**src/rtl/nr4sd_pkg.sv**
```systemverilog
// Shared definitions for the sequential radix-4 multiplier.
//   MODE_*  : recoding scheme select values (3 is reserved and treated as MB)
//   digit_t : signed radix-4 digit, range -2..2
//   state_t : sequencer state encoding
package nr4sd_pkg;

    localparam logic [1:0] MODE_MB     = 2'd0;
    localparam logic [1:0] MODE_NR4SDM = 2'd1;
    localparam logic [1:0] MODE_NR4SDP = 2'd2;

    typedef logic signed [2:0] digit_t;

    typedef enum logic {
        IDLE = 1'b0,
        RUN  = 1'b1
    } state_t;

endpackage

```
**src/rtl/nr4sd_digit_recoder.sv**
```systemverilog
// Combinational recoder for one radix-4 digit of the multiplicand.
//   a_hi, a_lo : operand bits a[2k+1], a[2k]
//   a_prev     : a[2k-1] (0 for k=0), used as the incoming carry in MB mode
//   carry_in   : carry c_k from the previous digit (NR4SD modes)
//   mode       : recoding scheme
//   msd        : high when recoding the most significant digit
//   neg/one/two: digit in sign + one-hot magnitude form
//   carry_out  : carry c_{k+1} for the next digit
module nr4sd_digit_recoder
    import nr4sd_pkg::*;
(
    input  logic       a_hi,
    input  logic       a_lo,
    input  logic       a_prev,
    input  logic       carry_in,
    input  logic [1:0] mode,
    input  logic       msd,
    output logic       neg,
    output logic       one,
    output logic       two,
    output logic       carry_out
);

    logic              is_nr;
    logic              c;
    logic        [2:0] v;
    logic signed [3:0] y_w;
    digit_t            y;

    always_comb begin
        is_nr     = (mode == MODE_NR4SDM) || (mode == MODE_NR4SDP);
        c         = is_nr ? carry_in : a_prev;
        v         = {1'b0, a_hi, 1'b0} + {2'b00, a_lo} + {2'b00, c};
        y_w       = $signed({1'b0, v});
        carry_out = 1'b0;
        if (msd || !is_nr) begin
            // Booth digit: v - 4*a_hi == -2*a_hi + a_lo + c, no carry out
            if (a_hi) y_w = $signed({1'b0, v}) - 4'sd4;
        end else if ((mode == MODE_NR4SDP) ? (v >= 3'd3) : (v >= 3'd2)) begin
            y_w       = $signed({1'b0, v}) - 4'sd4;
            carry_out = 1'b1;
        end
        y   = y_w[2:0];
        neg = y[2];
        one = (y == 3'sd1) || (y == -3'sd1);
        two = (y == 3'sd2) || (y == -3'sd2);
    end

endmodule

```
**src/rtl/nr4sd_seq_multiplier.sv**
```systemverilog
// Iterative signed radix-4 multiplier, one recoded digit of a retired per clock.
//   clk, rst : clock and synchronous active-high reset
//   start    : request, accepted only while busy=0
//   mode     : 0=MB, 1=NR4SD-, 2=NR4SD+, 3=MB
//   a, b     : two's complement multiplicand (recoded) and multiplier
//   busy     : high while an operation is in progress
//   done     : one-cycle pulse after the product is updated
//   product  : signed a*b, held until the next result
//
// state | meaning
// IDLE  | waiting for start; done may pulse in the first cycle here
// RUN   | retiring digit k_q each edge; leaves after digit D-1
module nr4sd_seq_multiplier
    import nr4sd_pkg::*;
#(
    parameter int N = 8
) (
    input  logic             clk,
    input  logic             rst,
    input  logic             start,
    input  logic [1:0]       mode,
    input  logic [N-1:0]     a,
    input  logic [N-1:0]     b,
    output logic             busy,
    output logic             done,
    output logic [2*N-1:0]   product
);

    localparam int D  = N / 2;
    localparam int KW = (D > 1) ? $clog2(D) : 1;

    state_t           state_q,   state_d;
    logic [KW-1:0]    k_q,       k_d;
    logic [N-1:0]     a_q,       a_d;
    logic [N-1:0]     b_q,       b_d;
    logic [1:0]       mode_q,    mode_d;
    logic             carry_q,   carry_d;
    logic [2*N-1:0]   acc_q,     acc_d;
    logic [2*N-1:0]   product_q, product_d;
    logic             done_q,    done_d;

    logic             last;
    logic             a_prev;
    logic             neg, one, two, carry_out;
    logic [KW:0]      bit_idx;
    logic [N+1:0]     b_ext, pp_mag, pp;
    logic [2*N-1:0]   term;

    assign last    = (k_q == KW'(D - 1));
    assign bit_idx = {k_q, 1'b0};
    assign a_prev  = (k_q == '0) ? 1'b0 : a_q[{k_q - 1'b1, 1'b1}];

    nr4sd_digit_recoder u_recoder (
        .a_hi      (a_q[{k_q, 1'b1}]),
        .a_lo      (a_q[{k_q, 1'b0}]),
        .a_prev    (a_prev),
        .carry_in  (carry_q),
        .mode      (mode_q),
        .msd       (last),
        .neg       (neg),
        .one       (one),
        .two       (two),
        .carry_out (carry_out)
    );

    // y_k*b needs N+2 bits: |2b| can reach 2^N when b is the most negative value
    always_comb begin
        b_ext  = {{2{b_q[N-1]}}, b_q};
        pp_mag = two ? (b_ext << 1) : (one ? b_ext : '0);
        pp     = neg ? (~pp_mag + 1'b1) : pp_mag;
        term   = {{(N-2){pp[N+1]}}, pp} << bit_idx;
    end

    always_comb begin
        state_d   = state_q;
        k_d       = k_q;
        a_d       = a_q;
        b_d       = b_q;
        mode_d    = mode_q;
        carry_d   = carry_q;
        acc_d     = acc_q;
        product_d = product_q;
        done_d    = 1'b0;
        case (state_q)
            IDLE: begin
                if (start) begin
                    state_d = RUN;
                    a_d     = a;
                    b_d     = b;
                    mode_d  = mode;
                    k_d     = '0;
                    carry_d = 1'b0;
                    acc_d   = '0;
                end
            end
            RUN: begin
                acc_d   = acc_q + term;
                carry_d = carry_out;
                k_d     = k_q + 1'b1;
                if (last) begin
                    state_d   = IDLE;
                    k_d       = '0;
                    product_d = acc_q + term;
                    done_d    = 1'b1;
                end
            end
            default: state_d = IDLE;
        endcase
    end

    always_ff @(posedge clk) begin
        if (rst) begin
            state_q   <= IDLE;
            k_q       <= '0;
            a_q       <= '0;
            b_q       <= '0;
            mode_q    <= MODE_MB;
            carry_q   <= 1'b0;
            acc_q     <= '0;
            product_q <= '0;
            done_q    <= 1'b0;
        end else begin
            state_q   <= state_d;
            k_q       <= k_d;
            a_q       <= a_d;
            b_q       <= b_d;
            mode_q    <= mode_d;
            carry_q   <= carry_d;
            acc_q     <= acc_d;
            product_q <= product_d;
            done_q    <= done_d;
        end
    end

    assign busy    = (state_q == RUN);
    assign done    = done_q;
    assign product = product_q;

endmodule
```
**config.mk**
```make
export PLATFORM = sky130hd
export DESIGN_NAME = nr4sd_seq_multiplier
export DESIGN_NICKNAME = d
export VERILOG_FILES = /design/src/rtl/nr4sd_pkg.sv /design/src/rtl/nr4sd_digit_recoder.sv /design/src/rtl/nr4sd_seq_multiplier.sv
export SDC_FILE = /design/constraint.sdc
export NUM_CORES = 1
export LEC_CHECK = 0
export CORE_MARGIN = 2
export CORE_UTILIZATION = 31
export CTS_CLUSTER_DIAMETER = 40
export DETAILED_ROUTE_END_ITERATION = 10
export SYNTH_ARGS = -nofsm -noshare
export SYNTH_HDL_FRONTEND = slang
export SYNTH_SLANG_ARGS = --single-unit
```
**constraint.sdc**
```tcl
create_clock -name clk -period 5.7 [get_ports clk]
set_input_delay 1.425 -clock clk [delete_from_list [all_inputs] [get_ports clk]]
set_output_delay 1.425 -clock clk [all_outputs]
set_load 0.1 [all_outputs]
```
### Word-level counts from Yosys, hierarchy flattened

Cells that the tools add are included.

| word-level totals | value |
|---|---|
| bits in registers | 55 |
| word-level logic and storage cells | 69 |
| output and inout port bits | 18 |

| operators by class | value |
|---|---|
| bitwise logic cells | 2 |
| add/subtract/negate cells | 7 |
| multiplexer cells | 28 |
| eq/ne operators | 8 |
| order comparisons | 5 |
| reductions and logical operators | 9 |
| shifts and indexed selects | 1 |

Operators by type and width:

| operator | number |
|---|---|
| $pmux 16 s2 | 1 |
| $mux 10 | 3 |
| $add 16x16->16 | 1 |
| $mux 16 | 1 |
| $shl 16x3->16 | 1 |
| $lt 3x4->1 const B | 3 |
| $mux 1 | 12 |
| $add 10x1->10 const B | 1 |
| $not 10->10 | 1 |
| $mux 3 | 3 |
| $bmux 1 s2 | 3 |
| $eq 3x2->1 const B | 2 |
| $ge 3x2->1 const B | 2 |
| $eq 2x2->1 const B | 2 |
| $logic_or 1x1->1 | 4 |
| $mux 2 | 2 |
| $pmux 1 s2 | 2 |
| $pmux 2 s2 | 1 |
| $reduce_and 2->1 | 2 |
| $add 2x1->3 | 1 |
| $add 3x1->3 | 1 |
| $eq 3x1->1 const B | 1 |
| $eq 3x3->1 const B | 1 |
| $sub 3x3->3 const B | 1 |
| 8 further kinds | 8 |

### Longest topological paths before layout

Gate-level depths: netlist (run 1).

| logic depth | value |
|---|---|
| word-level depth | 20 |
| gate-level depth with buffers | 30 |
| depth with buffers taken out | 30 |

### Modules after synthesis

A second synthesis (run 1) with hierarchy kept.

| second synthesis, totals | value |
|---|---|
| cells, all modules | 463 |
| area, all modules | 3633.5 µm² |

Modules (own cells, without submodules):

| module | sequential area each (µm²) | instances | cells an instance | area each (µm²) |
|---|---|---|---|---|
| nr4sd_seq_multiplier | 1101.1 | 1 | 435 | 3410.8 |
| nr4sd_digit_recoder | 0.0 | 1 | 28 | 222.7 |

### Worst setup path after synthesis (run 1)

Ideal clock, no wire load.

| timing path | value |
|---|---|
| path kind | reg-to-reg |
| start | register k_q[0] |
| end | register acc_q[15] |
| path slack | -495 ps |
| stages on the path, launching flop included | 30 |
| period minus slack after synthesis | 6195 ps |
| arrival time | 6121 ps |
| cell sequence | dfxtp_1 -> inv_1 -> ha_1 -> mux4_2 -> nand3b_1 -> o21ai_0 -> ha_1 -> inv_1 -> ha_1 -> nand4bb_4 -> o211a_2 -> o21ai_2 -> nand2_1 -> a32oi_1 -> ha_1 -> inv_1 -> o211ai_1 -> mux2_1 -> o21ai_0 -> a21o_1 -> mux4_2 -> ha_1 -> nand2_1 -> nand2_1 -> nor3_1 -> a211oi_2 -> o31ai_1 -> a21oi_2 -> or3_1 -> a31oi_1 |

| between the ends | value |
|---|---|
| word-level cells in the longest chain between the ends | 20 |
| elaborated cells between the ends (all ways) | 35 |
| those cells by class | 6 x add/sub; 2 x order compare; 5 x eq/ne; 1 x shift; 16 x mux; 1 x bitwise; 4 x reduce/logical |

Ends and longest elaborated chain:

| item | line | RTL |
|---|---|---|
| start: declaration | nr4sd_seq_multiplier.sv:33 | `logic [KW-1:0] k_q, k_d;` |
| start signal: assignment | nr4sd_seq_multiplier.sv:124 | `k_q <= k_d;` |
| $sub 2x1->2 | nr4sd_seq_multiplier.sv:51 | `assign a_prev = (k_q == '0) ? 1'b0 : a_q[{k_q - 1'b1, 1'b1}];` |
| $bmux 1 s2 | nr4sd_seq_multiplier.sv:51 |  |
| $mux 1 (not written as such) | nr4sd_seq_multiplier.sv:51 |  |
| $mux 1 | nr4sd_seq_multiplier.sv:51 |  |
| $mux 1 | nr4sd_digit_recoder.sv:32 | `c = is_nr ? carry_in : a_prev;` |
| $add 3x1->3 | nr4sd_digit_recoder.sv:33 | `v = {1'b0, a_hi, 1'b0} + {2'b00, a_lo} + {2'b00, c};` |
| $ge 3x2->1 | nr4sd_digit_recoder.sv:39 | `end else if ((mode == MODE_NR4SDP) ? (v >= 3'd3) : (v >= 3'd2)) begin` |
| $mux 1 | nr4sd_digit_recoder.sv:39 |  |
| [3 not listed] | - |  |
| $logic_or 1x1->1 | nr4sd_digit_recoder.sv:45 | `one = (y == 3'sd1) \|\| (y == -3'sd1);` |
| $mux 10 (2 in a row) | nr4sd_seq_multiplier.sv:69 | `pp_mag = two ? (b_ext << 1) : (one ? b_ext : '0);` |
| $not 10->10 | nr4sd_seq_multiplier.sv:70 | `pp = neg ? (~pp_mag + 1'b1) : pp_mag;` |
| $add 10x1->10 | nr4sd_seq_multiplier.sv:70 |  |
| $mux 10 | nr4sd_seq_multiplier.sv:70 |  |
| $shl 16x3->16 (*) | nr4sd_seq_multiplier.sv:71 | `term = {{(N-2){pp[N+1]}}, pp} << bit_idx;` |
| $add 16x16->16 (*) | nr4sd_seq_multiplier.sv:97 | `acc_d = acc_q + term;` |
| $pmux 16 s2 (*) | nr4sd_seq_multiplier.sv:84 | `case (state_q)` |
| end signal: assignment | nr4sd_seq_multiplier.sv:119 | `acc_q <= '0;` |
| end signal: assignment | nr4sd_seq_multiplier.sv:129 | `acc_q <= acc_d;` |
| end: declaration | nr4sd_seq_multiplier.sv:38 | `logic [2*N-1:0] acc_q, acc_d;` |

Mark *: on every way between the ends. The rest lies on a longest branch, timed or not. The select of a mux whose other input is x is not followed.
A chain may end at the register's enable or synchronous reset.

### Worst setup path after layout (run 1)

| timing path | value |
|---|---|
| start | register k_q[1] |
| end | register acc_q[15] |

The elaborated chain is that of the path after synthesis.

==> summary.md, run 1 <==
The final critical path takes up 103.0% of the cycle. The initial core utilization was 31.98%; the die boundary width was 115.8 um. TritonCTS created 5 clock buffers.

The latest clock arrival within the worst-skew pair was 0.30 ns. The depth of the worst register-to-register path is 30. For this design the static power due to leakage is 1.948 nW.

Critical path required time: 5.92 ns. Of the cells placed in the final design, the portion with a size suffix greater than 1 is 23.49%. The tools report the net count after synthesis as 558.

Measured along the y axis, the die boundary spans 115.8 um. The sum of routed wire length over all layers was 11.03 mm. TritonCTS built the clock tree.

The tools report the share of synthesized area occupied by flip-flops and latches as 28.42%. CTS built an H-tree with a depth of 2. From synthesis to final layout, the design area changed by 34.01%. The number of different library cells used by synthesis comes to 67. For the total I/O pin count, the log shows 39. The logs give 4725 um2 for the post-placement cell area and 12110 um2 for the placeable core area. In this run the critical register-to-register path is captured at acc_q[15]. The largest vdd supply drop was 0.0001089 V. The top cell types in the final layout, fill and taps aside, are nand2_1 (85), a21oi_1 (56), dfxtp_1 (53). The average cell area after synthesis was 7.566 um2. The run gives 62 as the maximum number of pins on one net before global-route repair. During placement, the flow inserted port buffers numbering 38. For the total count of hold-check failures in the final report, the log shows 0. For the post-placement worst setup slack, the log shows -0.1996 ns. The run gives 3874 um2 as the area of the mapped netlist.

The tightest min-delay check is of the reg -> reg type. Number of remaining DRC errors: 0. The clock net sink count was 55.

The final reports fail on setup timing. The run gives 0 as the total congestion overflow after global routing. The detailed-routing iteration count for the pre-antenna-repair pass is 4, and the setup clock skew after layout is 0.004296 ns. The tools report the type of destination of the critical path as a flop.

By area the synthesized netlist is led by dfxtp_1 (28%), nand2_1 (8.6%), a21oi_1 (8.0%). In this run the critical register-to-register path is launched from k_q[1]. The share of synthesized area in the top cell type comes to 28.42%. The logs give -0.1738 ns for the setup slack after layout and 0 for the number of antenna violations at the first check in global routing. For flop-to-flop paths, the worst setup slack is -0.17 ns. The vias per cell came out at 5.206. The tools report the worst hold slack after final layout as 0.4548 ns.

CTS placed an instance of clkbuf_16 at the clock tree root. The cell row count was 40; the remaining number of nets flagged by the antenna check after routing was 0. The congestion estimate from routability-driven global placement came to 0.9245.

The estimated wirelength of the detail-placed design is 7.846 mm. For the total vias in the final route, the log shows 3889. The first routing iteration left 254 violations.

STA classifies the critical path startpoint as a flop. In this run, synthesis inferred 0 flip-flops with an integrated enable. The via count of the first global-routing pass is 3743, and the post-layout minimum cycle time is 5.874 ns. Static timing analysis puts the maximum clock frequency at 0.1702 GHz. The number of warning messages in the yosys log was 0. Setup repair after global routing could not meet its margin everywhere.

For this run, asynchronously set or reset flops after synthesis account for 0%. For the total count of max-transition violations in the final report, the log shows 0. Cell with the largest stage delay on the worst path: mux4_2. In this run the power density over the cells is 202.6 nW/um2. The worst setup path is of the reg -> reg kind. The overall fraction of global-route tracks in use was 16.68%; the post-layout utilization of the core was 42.86%. The number of max-cap violations came out at 0.

Leaving out fill and tap cells, the most frequent cell in the layout is nand2_1. After clock tree synthesis, the clock-pin slew on the worst setup and hold paths is 0.07 ns. The layout filler cell count is 1242, and the synthesis-stage register bit count is 55. The number of antenna diodes in the final layout is 0.

The slew at the pin closest to its max-slew limit is 1.086 ns. The synthesized design spends more area on one cell type than any other, namely dfxtp_1. The most critical setup path has its startpoint at k_q[1].

The worst pin sits at a relative slew slack of 27.48%. The floorplan step defined a die boundary enclosing 13410 um2. The design draws 1.052 mW. Once layout is done, the placed cells without fillers occupy 5191 um2.

In this design, the stage delay of the slowest critical-path cell is 0.48 ns. The clock tree buffer depth is 2, and the post-synthesis instance total is 512. The layout net count is 624, and the maximum fanout along the worst path is 4. Following the worst setup path forward leads to its endpoint at acc_q[15]. The critical path arrival came out at 6.09 ns. The flow ran to the end, but the final reports show violations. Setup violations remaining at the end of the flow were counted as 7. The most used flip-flop cell after synthesis is dfxtp_1. The tools report the wire length of the first global-routing pass as 17.93 mm. Dividing the detail-routed wire length by the instance count gives 14.76 um.
==> how the worst min path moves through the flow <==
| stage | end | slack (ns) | startpoint | cells past startpoint |
|---|---|---|---|---|
| after floorplan | a_q[4] | 0.43 | a_q[4] | 2 |
| after global placement | product[13] | 0.44 | product[13] | 2 |
| after detailed placement | product[9] | 0.45 | product[9] | 2 |
| after CTS | product[9] | 0.46 | product[9] | 2 |
| after global routing | product[5] | 0.48 | product[5] | 2 |
| final | product[9] | 0.45 | product[9] | 2 |
==> cells by family after synthesis <==
logic type                 after synthesis  synth area share [%]
and+or+nand+nor                        206                 25.84
buffers and inverters                   50                 5.039
muxes                                   10                 3.941
adders and majority gates               25                 8.269
xor gates and xnor gates                15                 3.391
DFF                                     55                 28.42
AOI/OAI and AO/OA                      151                 25.10
==> registers in the layout (all words and copies together), names as in the netlist <==
| signal | count |
|---|---|
| acc_q | 16 |
| product | 16 |
| a_q | 8 |
| b_q | 8 |
| k_q | 2 |
| mode_q | 2 |
| busy | 1 |
| carry_q | 1 |
| done | 1 |
==> Yosys cell counts (4+ instances only) <==
| cell type | instances |
|---|---|
| a211oi_1 | 8 |
| a21o_1 | 8 |
| a21oi_1 | 62 |
| a31oi_1 | 5 |
| buf_1 | 4 |
| buf_2 | 6 |
| clkbuf_1 | 22 |
| dfxtp_1 | 55 |
| ha_1 | 24 |
| inv_1 | 17 |
| mux2i_1 | 4 |
| mux4_2 | 4 |
| nand2_1 | 89 |
| nand2b_1 | 5 |
| nand3_1 | 10 |
| nand3b_1 | 8 |
| nor2_1 | 50 |
| nor3_1 | 11 |
| nor3b_1 | 13 |
| o211ai_1 | 6 |
| o21ai_0 | 22 |
| xnor2_1 | 10 |
| xor2_1 | 5 |
==> stage by stage <==
step	instances	setup TNS [ns]
after global routing	747	-4.141
final	747	-0.5214
after floorplan	512	0
after detailed placement	725	-1.174
after global placement	725	-0.3173
after CTS	743	-0.5007
==> worst max-delay path, delay by kind of cell (launching register included) <==
kind	cells	cell delay, ns
and+or+nand+nor	8	1.14
muxes	3	1.15
AOI/OAI and AO/OA	10	1.63
buffers and inverters	4	0.30
adders and majority gates	5	1.20
DFF	1	0.36
==> report_power, final <==
part / internal (mW) / switching, mW
Combinational: 0.121 / 0.155
Clock: 0.219 / 0.145
Sequential: 0.396 / 0.0152
==> metal layers <==
layer / up-vias / routed length [um] / track usage (%)
met2: 80 / 5362 / 28.38
met5: - / 0 / 0
met3: 17 / 369 / 1.987
met1: 1843 / 5049 / 21.62
li1: 1949 / - / -
met4: 0 / 244 / 6.508
==> cell type report <==
| cell class | instances | area (um2) | share of cell area (%) |
|---|---|---|---|
| Sequential cell | 55 | 1106 | 21.31 |
| Clock buffer | 6 | 138.9 | 2.675 |
| Clock inverter | 2 | 35.03 | 0.6749 |
| Tap cell | 168 | 210.2 | 4.049 |
| Timing Repair Buffer | 91 | 780.7 | 15.04 |
| Multi-Input combinational cell | 407 | 2848 | 54.86 |
| Inverter | 18 | 72.57 | 1.398 |
==> what timing repair did <==
item / 4_1_cts / 5_1_grt
hold buffers: 0 / 0
setup buffers: 11 / 6
resized for setup: 24 / 28
pin swaps: 29 / 15
setup endpoints to repair: 10 / 20
Note: power is estimated with default switching activity, not from simulation.
==> inputs of run 2 (changes only) <==
Settings changed: GPL_ROUTABILITY_DRIVEN from default to 0.
Clock period 5.7 ns to 5.6 ns, I/O delays scaled along.
==> summary.md, run 2 (synthesis gave the netlist of run 1 again) <==
The post-layout minimum cycle time was 5.772 ns (-0.1013 ns). The run gives 0 (unchanged) as the total count of hold-check failures in the final report. The number of buffers added on ports is 38 (unchanged). The overall fraction of global-route tracks in use is 16.42% (-0.26 points). Cell row count: 40 (unchanged).

The area enclosed by the die boundary was 13410 um2 (unchanged); the setup clock skew after layout was 0.007799 ns (+0.003503 ns). The logs give 0 (unchanged) for the number of antenna violations at the first check in global routing and 0.1732 GHz (+1.8%) for the highest achievable clock rate. The die outline height came out at 115.8 um (unchanged). The tools report the clock share of power as 30.8% (-3.8 points). The count of final setup violators is 7 (unchanged).

Power share of the combinational group: 28.7% (+2.4 points). Setup repair after global routing could not meet its margin everywhere. The total vias in the final route came out at 3928 (+1.0%).

The most frequent standard cell in the layout excluding fill and tap cells is nand2_1. The run finished, with violations left. The placeable core area was 12110 um2 (unchanged); the reported leakage power was 2.006 nW (+3.0%). The category of the most critical setup path was reg -> reg.

The switching share of total power came out at 32.22% (+2.2 points). The tools report the number of max-cap violations as 0 (unchanged). Critical path arrival: 5.91 ns (-0.18 ns). STA classifies the critical path startpoint as a flop. The number of buffers inserted during clock tree synthesis was 5 (unchanged); the synthesis-to-layout area growth was 36.92%. The mean routed wirelength per cell works out to 14.49 um (-1.8%).

TritonCTS built the clock tree. The library cells used most frequently in the layout, excluding fill and tap cells, are nand2_1 (87), buf_4 (58), a21oi_1 (56). The remaining number of nets flagged by the antenna check after routing is 0 (unchanged). The clock-pin transition on the worst setup and hold timing paths came out at 0.07 ns (about the same).

The worst setup path is captured at a flop. Total count of max-transition violations in the final report: 0 (unchanged). The post-placement worst setup slack is -0.3060 ns (-0.1064 ns), and the critical path required time is 5.74 ns (-0.18 ns).

The share of total power in sequential cells came out at 40.5% (+1.4 points). The run gives 62 (unchanged) as the maximum number of pins on one net before global-route repair. The logs give 28.17% (+0.69 points) for the worst slew margin relative to its limit and 2 (unchanged) for the H-tree level count. The setup slack after layout was -0.1725 ns (+0.001283 ns).

The internal power summed over all cells was 0.7001 mW (-4.9%). The initial core utilization was 31.98% (unchanged). The power per unit of standard cell area is 194.8 nW/um2 (-3.9%), and the clock tree buffer depth is 2 (unchanged). Final critical-path share of the clock period: 103.1% (about the same). The tools report the number of DRC markers in iteration 0 as 173 (-32%).

The logs give 0.30 ns (about the same) for the latest clock arrival within the worst-skew pair and 3795 (+1.4%) for the via count of the first global-routing pass. The final reports fail on setup timing. The run gives 55 (unchanged) as the clock net sink count.

The layout filler cell count is 1267 (+2.0%), and the fraction of layout cells with a size suffix above 1 is 26.06% (+2.6 points). The cell with the largest stage delay on the worst path was mux4_2. The largest vdd supply drop was 0.0001236 V (+13%); the die boundary width was 115.8 um (unchanged). The sum of routed wire length over all layers was 10.94 mm (-0.77%); the combined flip-flop and latch cell area was 1106 um2 (unchanged). The total congestion overflow after global routing is 0 (unchanged), and the layout net count is 632 (+1.3%).

The final instance area was 5304 um2 (+2.2%). The number of remaining DRC errors is 0 (unchanged). Delay of the slowest cell on the worst path: 0.48 ns (about the same). For the estimated wirelength of the detail-placed design, the log shows 7.672 mm (-2.2%). The logs give 0 (unchanged) for the number of antenna diodes and 4 (unchanged) for the detailed-routing iteration count for the pre-antenna-repair pass. The total I/O pin count is 39 (unchanged), and the slew at the pin closest to its max-slew limit is 1.077 ns (-0.008147 ns). The number of buffers added to fix hold violations after cts came out at 0 (unchanged).

The type of the worst min-delay path is reg -> reg. The combined area of the multi-input logic cells was 2924 um2 (+2.7%). The switching power summed over all nets is 0.3329 mW (+5.5%). The tools report the wire length of the first global-routing pass as 17.79 mm (-0.81%). The maximum fanout along the worst path is 5 (+1).

The clock tree root buffer cell was clkbuf_16. The post-placement cell area is 4773 um2 (+1.0%), and the vias per cell is 5.203 (about the same).
run 2: metal layers:
metal  wire length, um  vias up  track usage (%)
li1                  -     1967                -
met1              5047     1876            20.71
met2              5416       70            28.81
met3               284       15            2.040
met4               193        0            5.952
met5                 0        -                0
run 2: repair_timing:
action                                  in CTS  in global routing
endpoints found under the setup margin      10                 20
pin swaps                                   27                 40
buffers inserted                            10                  7
resized for setup                           29                 39
hold endpoints to repair                     0                  0
run 2: power by group through the flow:
stage	registers (mW)	clock network, mW	logic, mW
2_1_floorplan	0.424	0	0.176
3_5_place_dp	0.427	0	0.257
4_1_cts	0.418	0.328	0.274
3_3_place_gp	0.427	0	0.252
6_report	0.418	0.318	0.296
5_1_grt	0.420	0.342	0.321
run 2: path summary, 6_finish.rpt:
path | start | endpoint | slack (ns) | cells past startpoint
min reg2reg | product[7] | product[7] | 0.45 | 2
max reg2reg | k_q[1] | product[14] | -0.17 | 30
max | k_q[1] | product[14] | -0.17 | 30
min | product[7] | product[7] | 0.45 | 2
run 2: worst max-delay path: cells and delay by family, from the launching register on:
kind                       cells  cell delay (ns)
muxes                          4             1.01
xor gates and xnor gates       2             0.52
AOI/OAI and AO/OA             13             2.12
buffers and inverters          3             0.18
DFF                            1             0.36
and+or+nand+nor                3             0.31
adders and majority gates      5             1.09
run 2: metrics by stage:
stage	std cells	setup TNS, ns	hold WS (ns)	total power, mW	utilization [%]
3_3_place_gp	731	-0.3052	0.4438	0.6781	39.41
2_1_floorplan	512	0	0.4331	0.6002	-
6_report	755	-0.5645	0.4545	1.033	43.79
5_1_grt	755	-3.432	0.4800	1.083	43.79
3_5_place_dp	731	-1.324	0.4466	0.6832	39.41
4_1_cts	749	-0.4495	0.4573	1.020	42.01
run 2: final cells by class:
type                    count  area share (%)
clock buffers               5           2.359
clock inverters             3          0.3539
inverters                  18           1.415
multi-input cells         407           55.13
flip-flops and latches     55           20.85
well taps                 168           3.963
repair buffers             99           15.92
